### src/rtl/ring_pkg.sv
// Shared types and default parameters for the ring-counter decoder.
// Holds the acquisition state encoding used by ring_decoder.
package ring_pkg;

  localparam int DEF_WIDTH    = 4;
  localparam int DEF_LOCK_CNT = 3;
  localparam int DEF_ERR_W    = 8;

  typedef enum logic [1:0] {
    HUNT   = 2'd0,
    SYNC   = 2'd1,
    LOCKED = 2'd2
  } state_t;

endpackage

### src/rtl/onehot_check.sv
// Combinational classifier: flags an exactly-one-bit-set code and
// returns the binary position of that bit.
module onehot_check #(
  parameter int WIDTH = 4,
  parameter int IDX_W = 2
) (
  input  logic [WIDTH-1:0] ring_in,
  output logic             is_onehot,
  output logic [IDX_W-1:0] index
);

  int unsigned ones;

  // NOTE: every variable written here gets a default first, so no path leaves it unassigned and no latch is inferred.
  always_comb begin
    ones  = 0;
    index = '0;
    for (int i = 0; i < WIDTH; i++) begin
      if (ring_in[i]) begin
        ones  = ones + 1;
        index = IDX_W'(i);
      end
    end
    is_onehot = (ones == 1);
  end

endmodule

### src/rtl/ring_decoder.sv
// Ring-counter code decoder: acquires lock on a rotating one-hot code,
// reports the bit position, and counts malformed or out-of-order samples.
module ring_decoder
  import ring_pkg::*;
#(
  parameter int WIDTH    = DEF_WIDTH,
  parameter int LOCK_CNT = DEF_LOCK_CNT,
  parameter int ERR_W    = DEF_ERR_W
) (
  input  logic                     clk,
  input  logic                     rst_n,
  input  logic                     in_valid,
  input  logic [WIDTH-1:0]         ring_in,
  output logic [$clog2(WIDTH)-1:0] idx,
  output logic                     idx_valid,
  output logic                     locked,
  output logic                     err_onehot,
  output logic                     err_seq,
  output logic [ERR_W-1:0]         err_count
);

  localparam int IDX_W = $clog2(WIDTH);
  localparam int CNT_W = $clog2(LOCK_CNT + 1);
  localparam logic [CNT_W-1:0] CNT_ONE  = CNT_W'(1);
  localparam logic [CNT_W-1:0] LOCK_TGT = CNT_W'(LOCK_CNT);
  localparam logic [ERR_W-1:0] ERR_ONE  = ERR_W'(1);

  state_t           state;
  logic [WIDTH-1:0] code;
  logic [CNT_W-1:0] good_cnt;
  logic             is_onehot;
  logic [IDX_W-1:0] oh_idx;
  logic [WIDTH-1:0] expected;

  onehot_check #(.WIDTH(WIDTH), .IDX_W(IDX_W)) u_onehot_check (
    .ring_in   (ring_in),
    .is_onehot (is_onehot),
    .index     (oh_idx)
  );

  assign expected = {code[WIDTH-2:0], code[WIDTH-1]};

  // NOTE: all state updates use non-blocking assignments so every register samples pre-edge values.
  always_ff @(posedge clk or negedge rst_n) begin
    if (!rst_n) begin
      state      <= HUNT;
      code       <= '0;
      good_cnt   <= '0;
      idx        <= '0;
      idx_valid  <= 1'b0;
      locked     <= 1'b0;
      err_onehot <= 1'b0;
      err_seq    <= 1'b0;
      err_count  <= '0;
    end else begin
      idx_valid  <= 1'b0;
      err_onehot <= 1'b0;
      err_seq    <= 1'b0;
      if (in_valid) begin
        if (!is_onehot) begin
          err_onehot <= 1'b1;
          if (err_count != '1) err_count <= err_count + ERR_ONE;
          state    <= HUNT;
          good_cnt <= '0;
          locked   <= 1'b0;
        end else begin
          idx <= oh_idx;
          unique case (state)
            HUNT: begin
              code     <= ring_in;
              good_cnt <= CNT_ONE;
              if (LOCK_CNT == 1) begin
                state     <= LOCKED;
                locked    <= 1'b1;
                idx_valid <= 1'b1;
              end else begin
                state <= SYNC;
              end
            end
            SYNC: begin
              code <= ring_in;
              if (ring_in == expected) begin
                good_cnt <= good_cnt + CNT_ONE;
                if ((good_cnt + CNT_ONE) == LOCK_TGT) begin
                  state     <= LOCKED;
                  locked    <= 1'b1;
                  idx_valid <= 1'b1;
                end
              end else begin
                // Any other one-hot code becomes the new reference.
                good_cnt <= CNT_ONE;
              end
            end
            LOCKED: begin
              if (ring_in == expected) begin
                code      <= ring_in;
                idx_valid <= 1'b1;
              end else begin
                err_seq <= 1'b1;
                if (err_count != '1) err_count <= err_count + ERR_ONE;
                state    <= HUNT;
                good_cnt <= '0;
                locked   <= 1'b0;
              end
            end
            default: begin
              state    <= HUNT;
              good_cnt <= '0;
              locked   <= 1'b0;
            end
          endcase
        end
      end
    end
  end

endmodule

### config.mk
export PLATFORM = sky130hd
export DESIGN_NAME = ring_decoder
export DESIGN_NICKNAME = d
export VERILOG_FILES = /design/src/rtl/ring_pkg.sv /design/src/rtl/onehot_check.sv /design/src/rtl/ring_decoder.sv
export SDC_FILE = /design/constraint.sdc
export NUM_CORES = 1
export LEC_CHECK = 0
export ABC_AREA = 1
export BUFFER_PORTS_ARGS = -buffer_cell sky130_fd_sc_hd__buf_2
export CAP_MARGIN = 10
export CORE_MARGIN = 3
export CORE_UTILIZATION = 50
export DETAILED_ROUTE_END_ITERATION = 8
export PLACE_DENSITY = 0.72
export SLEW_MARGIN = 0
export SYNTH_ARGS = -nofsm -noshare
export SYNTH_HDL_FRONTEND = slang
export SYNTH_SLANG_ARGS = --single-unit
export TNS_END_PERCENT = 10
### constraint.sdc
create_clock -name clk -period 1.7 [get_ports clk]
set_input_delay 0.51 -clock clk [delete_from_list [all_inputs] [get_ports clk]]
set_output_delay 0.51 -clock clk [all_outputs]
set_load 0.03 [all_outputs]
-- Word level (Yosys, flattened, before mapping)
Cells that the tools add are included.
- add/subtract/negate cells: 5
- equality and inequality tests: 13
- mux-type cells: 38
- reduce and logical (&&, ||, !) cells: 9
- operators by type and width (kind ; number):
    $mux W32 ; 3
    $add A32 B1 Y32 const B ; 2
    $eq A32 B1 Y1 const B ; 1
    $mux W8 ; 4
    $mux W1 ; 17
    $mux W2 ; 8
    $pmux W2 S3 ; 2
    $ne A3 B3 Y1 const B ; 3
    $add A8 B1 Y8 const B ; 1
    $ne A8 B8 Y1 const B ; 1
    $pmux W4 S2 ; 1
    $reduce_and A4 Y1 ; 2
    $ne A2 B2 Y1 const B ; 3
    $reduce_and A5 Y1 ; 1
    $eq A2 B2 Y1 const B ; 2
    $eq A4 B4 Y1 ; 1
    $mux W4 ; 1
    $reduce_and A2 Y1 ; 2
    $pmux W1 S3 ; 1
    $reduce_and A3 Y1 ; 1
    $add A1 B1 Y2 const B ; 1
    $add A2 B1 Y2 const B ; 1
    $eq A2 B1 Y1 const B ; 1
    $logic_not A2 Y1 ; 1
    other kinds (4) ; 4
- bits in registers: 22
- output and inout bits: 14
- word-level logic and storage cells: 74

-- Longest topological paths before layout
Gate-level depths: netlist of the first run.
- word-level depth: 10
- mapped depth: 16
- gate-level depth less buffers: 16

-- Cells and area by module
Synthesis of the first run repeated with hierarchy kept, for this count alone.
- cell total of the unflattened synthesis: 174
- area, all modules: 1368.8 um2
- by module, submodules not included (module ; times used ; cells an instance ; area each (um2)):
    ring_decoder ; 1 ; 152 ; 1231.2
    onehot_check ; 1 ; 22 ; 137.6

-- Worst setup path before layout of the first run
OpenSTA, ideal clock, no wires.
- kind: in2reg
- start point: input ring_in[0]
- end point: register err_count[2]
- setup time: 0.076 ns
- arrival: 2.100 ns
- path slack: -0.477 ns
- stages: 16
- buffers on the path: 1
- cells stage by stage: inv_1 > ha_1 > nand2_1 > clkinv_1 > nor2_2 > ha_1 > nor2_1 > o21ai_0 > nand2_1 > nand2_4 > inv_4 > nand2_4 > nand2_4 > buf_12 > nand2_1 > o21ai_1
- word-level cells in the longest chain between the ends: 10
- elaborated cells on any way between the ends: 13
- ends and longest elaborated chain (what ; RTL line ; source):
    from (decl) ; ring_decoder.sv:13 ; input logic [WIDTH-1:0] ring_in,
    $mux W1 ; onehot_check.sv:19 ; if (ring_in[i]) begin
    $add A1 B1 Y2 ; onehot_check.sv:20 ; ones = ones + 1;
    $mux W32 ; onehot_check.sv:19 ;
    $add A32 B1 Y32 ; onehot_check.sv:20 ;
    $mux W32 ; onehot_check.sv:19 ;
    $add A32 B1 Y32 ; onehot_check.sv:20 ;
    $mux W32 ; onehot_check.sv:19 ;
    $eq A32 B1 Y1 ; onehot_check.sv:24 ; is_onehot = (ones == 1);
    $ne A2 B1 Y1 (no line) or $ne A2 B2 Y1 (tied branches) ; -- ;
    $reduce_and A3 Y1 (no line) ; -- ;
    to (signal assigned) ; ring_decoder.sv:62 ; if (err_count != '1) err_count <= err_count + ERR_ONE;
    to (signal assigned) ; ring_decoder.sv:100 ; if (err_count != '1) err_count <= err_count + ERR_ONE;
    to (decl) ; ring_decoder.sv:19 ; output logic [ERR_W-1:0] err_count
Parallel ways exist; a longest one is shown, timed or not.
A chain may end at the register's enable or synchronous reset.

-- Worst setup path in the final report of the first run
- start point: input ring_in[1]
- end point: register code[1]
- word-level cells in the longest chain between the ends: 7
- elaborated cells on any way between the ends: 11
- ends and longest elaborated chain (what ; RTL line ; source):
    $mux W32 ; onehot_check.sv:19 ;
    $add A32 B1 Y32 ; onehot_check.sv:20 ;
    $mux W32 ; onehot_check.sv:19 ;
    $add A32 B1 Y32 ; onehot_check.sv:20 ;
    $mux W32 ; onehot_check.sv:19 ;
    $eq A32 B1 Y1 ; onehot_check.sv:24 ;
    $reduce_and A4 Y1 (no line) ; -- ;
    to (signal assigned) ; ring_decoder.sv:70 ; code <= ring_in;
    to (signal assigned) ; ring_decoder.sv:81 ; code <= ring_in;
    to (signal assigned) ; ring_decoder.sv:96 ; code <= ring_in;
    to (decl) ; ring_decoder.sv:29 ; logic [WIDTH-1:0] code;
Parallel ways exist; a longest one is shown, timed or not. The select of a mux whose other input is x is not followed.

==> metrics, run 1 <==
status=finished, violations left; failing checks=setup timing; Site Rows=18; RSZ-0062 raised after global routing=true; wire length per cell=between 10 and 15 um; Ports=21; reg2reg end=err_count[4]$_DFFE_PN0P_; Mapped Area=roughly 1400 um^2; initial core utilization=0.536; clk buf depth=2; WP buf/inv=3; final number of setup-violating endpoints=21; worst slack at placement=-667 ps; Clock Skews=around 10 ps; Crit. End Element=flop; vias in the first global route=approximately 1200; Peak VDD IR=1090 uV; Slew headroom=0.555; final hold vios=0; largest cells by area after synthesis=dfrtp_1 40%, nand2_1 13%, ha_1 8.2%; delay of the slowest critical-path stage=between 200 and 300 ps; cell-by-cell trace of the critical path=buf_8 > inv_6 > ha_4 > nand2_4 > inv_4 > nor2_4 > ha_4 > nor2_4 > o21ai_2 > nand2_2 > nand2_4 > nor2_4 > nand3b_4 > nand2_1 > o21ai_1; reg2reg start=err_count[1]$_DFFE_PN0P_; Placer Congestion=~0.83; Vias/cell=4.90; fmax=between 500 and 600 MHz; worst skew pair latency=approximately 320 ps; drc violations=0; Multi-input gate area=850 um^2; GR Util All Layers=0.207; Critical-path top delay cell=ha_4; met2 wire len=1590 um; Post-DP HPWL=between 2000 and 2500 um; Yosys top cell area share=0.403; Hold Crit Class=in2async; Net count, final=approximately 230; largest net degree at the start of global routing=23; via count=1167; Critical Path Fanout Max=8; Worst Path Class, Setup=in2reg; Yosys top cell by area=dfrtp_1; global route overflow=0; R2R depth=7; Slew Viols, Final=0; Ys Warns=0; Net Count, Synth=182; Tightest Pin Transition=665 ps; Data arrival, critical path=2140 ps; Total Wirelength=3120 um; DIE WIDTH=about 58 um; Seq cells post-synth=22; CTS Buf Count=3; Sink Count=22; DRT iter0 DRCs=42; WP data required=1920 ps; area taken by flip-flops and latches=~550 um^2; Worst-path clk slew=140 ps; Power Density=between 1000 and 1500 nW/um^2; Critical Path Start Type=input pin; Post-Syn Area per Cell=about 8 um^2; antenna violations before repair=0; design area=about 1800 um^2; Die Footprint=about 3400 um^2; MaxCap Viol Count=0; R2R Setup Slk=-70 ps; FILL cells=~210; post-route minimum period=between 1500 and 2000 ps; Layout area overhead=34.3%; number of I/O port buffers=20; Final period util=1.13; CTS tree=yes; ANT nets after route=0; DRT Pass-1 Iters=4; core area=around 2500 um^2; WL met3=92 um; antenna fix cells=0; layout cell share with drive strength beyond 1=0.404; Pleak=approximately 0.93 nW; Top delay family on crit path=simple AND/OR/NAND/NOR gates; setup ws final=-223 ps; Syn Inst Count=around 170; Root Driver=clkbuf_4; H-tree levels=1; sequential fraction of the synthesis area=0.403; Post-DP Area=between 1500 and 2000 um^2; top layer in use=met4; wire length on met1=roughly 1400 um; first-pass GRT wire length=between 5000 and 6000 um; unique cell type count in the Yosys netlist=25; CP most frequent cell=nor2_4; Die H=58.3 um
==> through the flow <==
stage | util | power, mW | hold WS, ps | instances | TNS, ps
5_1_grt | 0.720 | 2.38 | 142 | 238 | -4660
6_report | 0.720 | 2.23 | 124 | 238 | -3140
4_1_cts | 0.694 | 2.19 | 138 | 237 | -3260
3_3_place_gp | 0.631 | 1.68 | 449 | 229 | -11490
2_1_floorplan | - | 1.44 | 214 | 166 | -6480
3_5_place_dp | 0.631 | 1.72 | 457 | 229 | -13460
==> layer usage <==
metal  track usage  up-vias
li1              -      604
met3        0.0312        5
met1         0.264      536
met2         0.355       22
met4        0.0762        0
met5             0        -
==> cell families after synthesis <==
group / synth area share
AO/OA/AOI/OAI: 0.0761
buffers and inverters: 0.0770
adder cells (fa/ha/maj): 0.0825
XOR/XNOR: 0.0623
flip-flops: 0.403
AND/OR/NAND/NOR: 0.299
==> cell usage in the layout (no fill, tap or decap), drive strengths merged <==
cell	count
nand2	52
dfrtp	22
clkbuf	3
nand3b	2
nor3	3
bufinv	1
a21oi	2
xor2	4
o22ai	1
xnor2	4
ha	9
nor2	22
inv	22
o21ai	14
buf	37
nand3	9
a31oi	1
==> area by class of cell <==
class                           count  share of cell area
Sequential cell                    22               0.300
Clock buffer                        3              0.0123
Multi-Input combinational cell    123               0.463
Timing Repair Buffer               37               0.135
Inverter                           22              0.0519
Clock inverter                      1              0.0164
Tap cell                           30              0.0205
==> flip-flops by register name (all words and copies together), names as in the netlist <==
name and flops:
code 4, err_count 8, err_onehot 1, err_seq 1
good_cnt 2, idx 2, idx_valid 1, locked 1
state 2
==> cells in the mapped netlist <==
cell type	n
inv_2	1
nand3b_4	1
nand3_1	9
nand2_1	47
buf_12	1
xnor2_1	2
nand3b_1	1
o21ai_1	1
dfrtp_1	22
nor3_1	3
a21oi_1	2
a31oi_1	1
o21ai_0	10
ha_1	9
inv_1	19
clkinv_1	1
xor2_1	4
xnor2_2	2
nand2_4	4
inv_4	1
o21ai_2	3
o22ai_1	1
nor2_1	17
nor2_4	2
nor2_2	2
==> power by group <==
group / internal (mW) / switching, mW
Sequential: 0.675 / 0.147
Clock: 0.238 / 0.178
Combinational: 0.377 / 0.610
==> worst max path at each step <==
stage,from,to,slack [ps],cells after the start
after floorplan,ring_in[0],err_count[4]$_DFFE_PN0P_,-350,16
after global placement,ring_in[1],err_count[7]$_DFFE_PN0P_,-570,17
after detailed placement,ring_in[1],err_count[7]$_DFFE_PN0P_,-670,17
after CTS,ring_in[0],code[1]$_DFFE_PN0P_,-230,15
after global routing,ring_in[1],code[3]$_DFFE_PN0P_,-280,15
final,ring_in[1],code[1]$_DFFE_PN0P_,-220,15
==> worst register-to-register path, stage by stage, from the launching register on <==
cell and delay [ps]:
dfrtp_1 430, ha_1 240, nand2_1 80, nor2_1 60
a31oi_1 500, nand2_4 170, o21ai_2 140, nand2_1 60
==> repair_timing <==
action | in CTS | in global routing
pin swaps | 17 | 15
gates resized for setup | 23 | 18
gates cloned | 1 | 1
buffers inserted | 3 | 0
setup endpoints to repair | 22 | 22
hold buffers | 0 | 0
Note: power is estimated with default switching activity, not from simulation.
==> run 2, diff against run 1 <==
Settings changed: CAP_MARGIN 10 to 15, SYNTH_HIERARCHICAL set to 1.
==> run 2 against run 1 <==
  * The run still ends with setup timing left
  * Total power down 8.7%
  * Via count grew 6.1%
  * Worst setup slack got worse by 99 ps
  * Sequential cell count unchanged
  * Die area is 0.24% higher
  * Worst hold slack improved by 21 ps
  * Critical endpoint is now err_count[2]$_DFFE_PN0P_
  * Highest routed layer unchanged
==> metrics, run 2 <==
Commonest cells post-synth=55 x nand2_1, 26 x inv_1, 22 x dfrtp_1 (was 47 x nand2_1, 22 x dfrtp_1, 19 x inv_1); Worst-path clk slew=120 ps (was 140 ps); via count=1238 (was 1167); overall power=2.03 mW (was 2.23 mW); Crit. End Element=flop (unchanged); worst slack at placement=-800 ps (was -667 ps); Clock Skews=2.58 ps (was 10.2 ps); clk buf depth=2 (unchanged); largest net degree at the start of global routing=23 (unchanged); ys async rst share=1.00 (unchanged); final number of setup-violating endpoints=21 (unchanged); Slew Viols, Final=0 (unchanged); GRT met3 Usage=0.0285 (was 0.0312); unique cell type count in the Yosys netlist=26 (was 25); Die H=58.3 um (about the same); GR Layer Usage met1=0.218 (was 0.264); Vias/cell=5.09 (was 4.90); Syn Inst Count=174 (was 166); Critical-path top delay cell=ha_4 (unchanged); Top delay family on crit path=buffers and inverters (was simple AND/OR/NAND/NOR gates); WP data required=1920 ps (about the same); FILL cells=211 (was 207); worst skew pair latency=310 ps (was 320 ps); Biggest register=err_count (unchanged); sequential fraction of the synthesis area=0.402 (was 0.403); failing checks=setup timing (unchanged); Post-DP HPWL=2140 um (was 2250 um); Peak VDD IR=931 uV (was 1090 uV); Placer Congestion=0.828 (was 0.827); Total Wirelength=2880 um (was 3120 um); DRT Pass-1 Iters=4 (unchanged); Cells after DPL=234 (was 229); Site Rows=18 (unchanged); Layout area overhead=29.5% (was 34.3%); drc violations=0 (unchanged); reg2reg end=err_count[2]$_DFFE_PN0P_ (was err_count[4]$_DFFE_PN0P_); met2 Use GR=0.346 (was 0.355); status=finished, violations left (unchanged); Tightest Pin Transition=496 ps (was 665 ps); Post-DP Area=1620 um^2 (was 1610 um^2); most common cell in the netlist=nand2_1 (unchanged); design area=1770 um^2 (was 1830 um^2); vias in the first global route=1203 (was 1188); largest cells by area after synthesis=dfrtp_1 40%, nand2_1 15%, ha_1 8.2% (was dfrtp_1 40%, nand2_1 13%, ha_1 8.2%); CTS tree=yes (unchanged); final hold vios=0 (unchanged); ANT nets after route=0 (unchanged); Yosys top cell area share=0.402 (was 0.403); layout cell share with drive strength beyond 1=0.366 (was 0.404); Ports=21 (unchanged); R2R depth=9 (was 7); Net Count, Synth=190 (was 182); cell-by-cell trace of the critical path=buf_8 > inv_8 > ha_4 > nand2_2 > inv_2 > buf_4 > buf_4 > buf_4 > o21ai_2 > a21oi_2 > buf_6 > buf_4 > nand2_2 > nand2_4 > inv_6 > nand2_2 > nand2_1 > nand2_1 (was buf_8 > inv_6 > ha_4 > nand2_4 > inv_4 > nor2_4 > ha_4 > nor2_4 > o21ai_2 > nand2_2 > nand2_4 > nor2_4 > nand3b_4 > nand2_1 > o21ai_1); Post-Syn Area per Cell=7.87 um^2 (was 8.22 um^2); Die Footprint=3400 um^2 (was 3390 um^2); Critical Path Start Type=input pin (unchanged); Synth Flop Type=dfrtp_1 (unchanged); first-pass GRT wire length=4970 um (was 5320 um); fin cells=243 (was 238); R2R Setup Slk=130 ps (was -70 ps); Power Density=1150 nW/um^2 (was 1210 nW/um^2); wire length per cell=11.9 um (was 13.1 um); Hold Slack=146 ps (was 124 ps); Worst Path Class, Setup=in2reg (unchanged); max FFs per register=8 (unchanged); fmax=495 MHz (was 520 MHz); Hold Crit Class=in2async (unchanged); CP most frequent cell=buf_4 (was nor2_4); setup ws final=-322 ps (was -223 ps); Yosys top cell by area=dfrtp_1 (unchanged); Slew headroom=0.669 (was 0.555); gr busiest metal=met2 (unchanged); Net count, final=230 (was 225); reg2reg start=err_count[0]$_DFFE_PN0P_ (was err_count[1]$_DFFE_PN0P_); Ys Warns=6 (was 0); Final period util=1.19 (was 1.13); Pleak=0.936 nW (was 0.931 nW); delay of the slowest critical-path stage=250 ps (was 260 ps); Sink Count=22 (unchanged); post-route minimum period=2020 ps (was 1920 ps); number of I/O port buffers=20 (unchanged); antenna violations before repair=0 (unchanged); commonest non-fill, non-tap cell in the layout=nand2_1 (unchanged); top flop regs=err_count (8), code (4) (unchanged); MaxCap Viol Count=0 (unchanged); most frequent cells in the layout=49 x nand2_1, 22 x dfrtp_1, 21 x inv_1 (was 40 x nand2_1, 22 x dfrtp_1, 18 x buf_2); antenna fix cells=0 (unchanged); DIE WIDTH=58.3 um (about the same); Data arrival, critical path=2240 ps (was 2140 ps); RSZ-0062 raised after global routing=true (unchanged); Seq cells post-synth=22 (unchanged); GR Util All Layers=0.188 (was 0.207); EDFF count, synth=0 (unchanged); global route overflow=0 (unchanged); DRT iter0 DRCs=68 (was 42); Mapped Area=1370 um^2 (about the same); CTS Buf Count=3 (unchanged); Critical Path Fanout Max=9 (was 8); Root Driver=clkbuf_4 (unchanged); initial core utilization=0.538 (was 0.536); WP buf/inv=9 (was 3); H-tree levels=1 (unchanged); core area=2540 um^2 (unchanged)
[run 2: changes by cell type in the layout (fill, tap and decap cells not counted), moves of 2 or more]
cell     before  now
nor2_2        4    6
inv_1        15   21
nand4_1       0    2
o21ai_1       3    8
nand3_1       9    6
inv_4         3    1
nand2_2       6    8
nand2_1      40   49
mux2_2        0    2
nor2_1       12    3
buf_4        17   15
o21ai_2       8    4
inv_8         0    2
nor2_4        6    4
[run 2: area by class of cell]
type,count,area [um^2],share of cell area
Inverter,28,128,0.0720
Timing Repair Buffer,36,244,0.138
Multi-Input combinational cell,123,777,0.438
Sequential cell,22,551,0.311
Tap cell,30,37.5,0.0212
Clock buffer,4,36.3,0.0205
[run 2: where the power goes]
group / leakage [nW] / internal [mW] / switching (mW)
clock: 0.0210 / 0.131 / 0.158
sequential: 0.284 / 0.673 / 0.139
combinational: 0.632 / 0.339 / 0.592
[run 2: logic make-up (layout without fill, tap and decap cells)]
family,after synthesis,count (layout),share of synthesized area
buffers and inverters,29,68,0.0887
adders and majority gates,9,9,0.0823
AOI/OAI and AO/OA,18,18,0.0768
and+or+nand+nor,87,87,0.289
muxes,2,2,0.0165
DFF,22,22,0.402
xor gates and xnor gates,7,7,0.0448
[run 2: worst register-to-register path, cell delays in order (launching register included)]
cell     delay (ps)
dfrtp_1         440
ha_1            270
nand2_1          80
nor2_1           60
a41oi_1         240
nand2_4         140
inv_6           120
nand2_2          50
nand2_1          50
nand2_1          40
[run 2: per-stage QoR]
| stage | setup TNS (ps) | util |
|---|---|---|
| 2_1_floorplan | -7660 | - |
| 3_3_place_gp | -13650 | 0.638 |
| 3_5_place_dp | -15180 | 0.638 |
| 4_1_cts | -4780 | 0.684 |
| 5_1_grt | -8380 | 0.697 |
| 6_report | -5190 | 0.697 |
[run 2: routing by layer]
| metal | up-vias | wire length, um |
|---|---|---|
| met3 | 9 | 97 |
| met5 | - | 0 |
| li1 | 617 | - |
| met2 | 25 | 1510 |
| met4 | 0 | 83 |
| met1 | 587 | 1190 |
[run 2: worst max path at each step]
stage | from | to | slack [ps] | depth (start not counted)
floorplan | ring_in[0] | locked$_DFFE_PN0P_ | -450 | 18
global placement | ring_in[1] | state[1]$_DFFE_PN0P_ | -740 | 17
detailed placement | ring_in[1] | state[1]$_DFFE_PN0P_ | -800 | 18
CTS | ring_in[1] | locked$_DFFE_PN0P_ | -300 | 19
global route | ring_in[1] | locked$_DFFE_PN0P_ | -510 | 19
finish | ring_in[1] | err_count[2]$_DFFE_PN0P_ | -320 | 18
[run 2: repair_timing]
| item | in CTS | in global routing |
|---|---|---|
| gates resized for setup | 19 | 10 |
| buffers inserted | 3 | 2 |
| endpoints found under the setup margin | 22 | 22 |
| pin swaps | 15 | 10 |
| endpoints found under the hold margin | 0 | 0 |
| hold buffers | 0 | 0 |
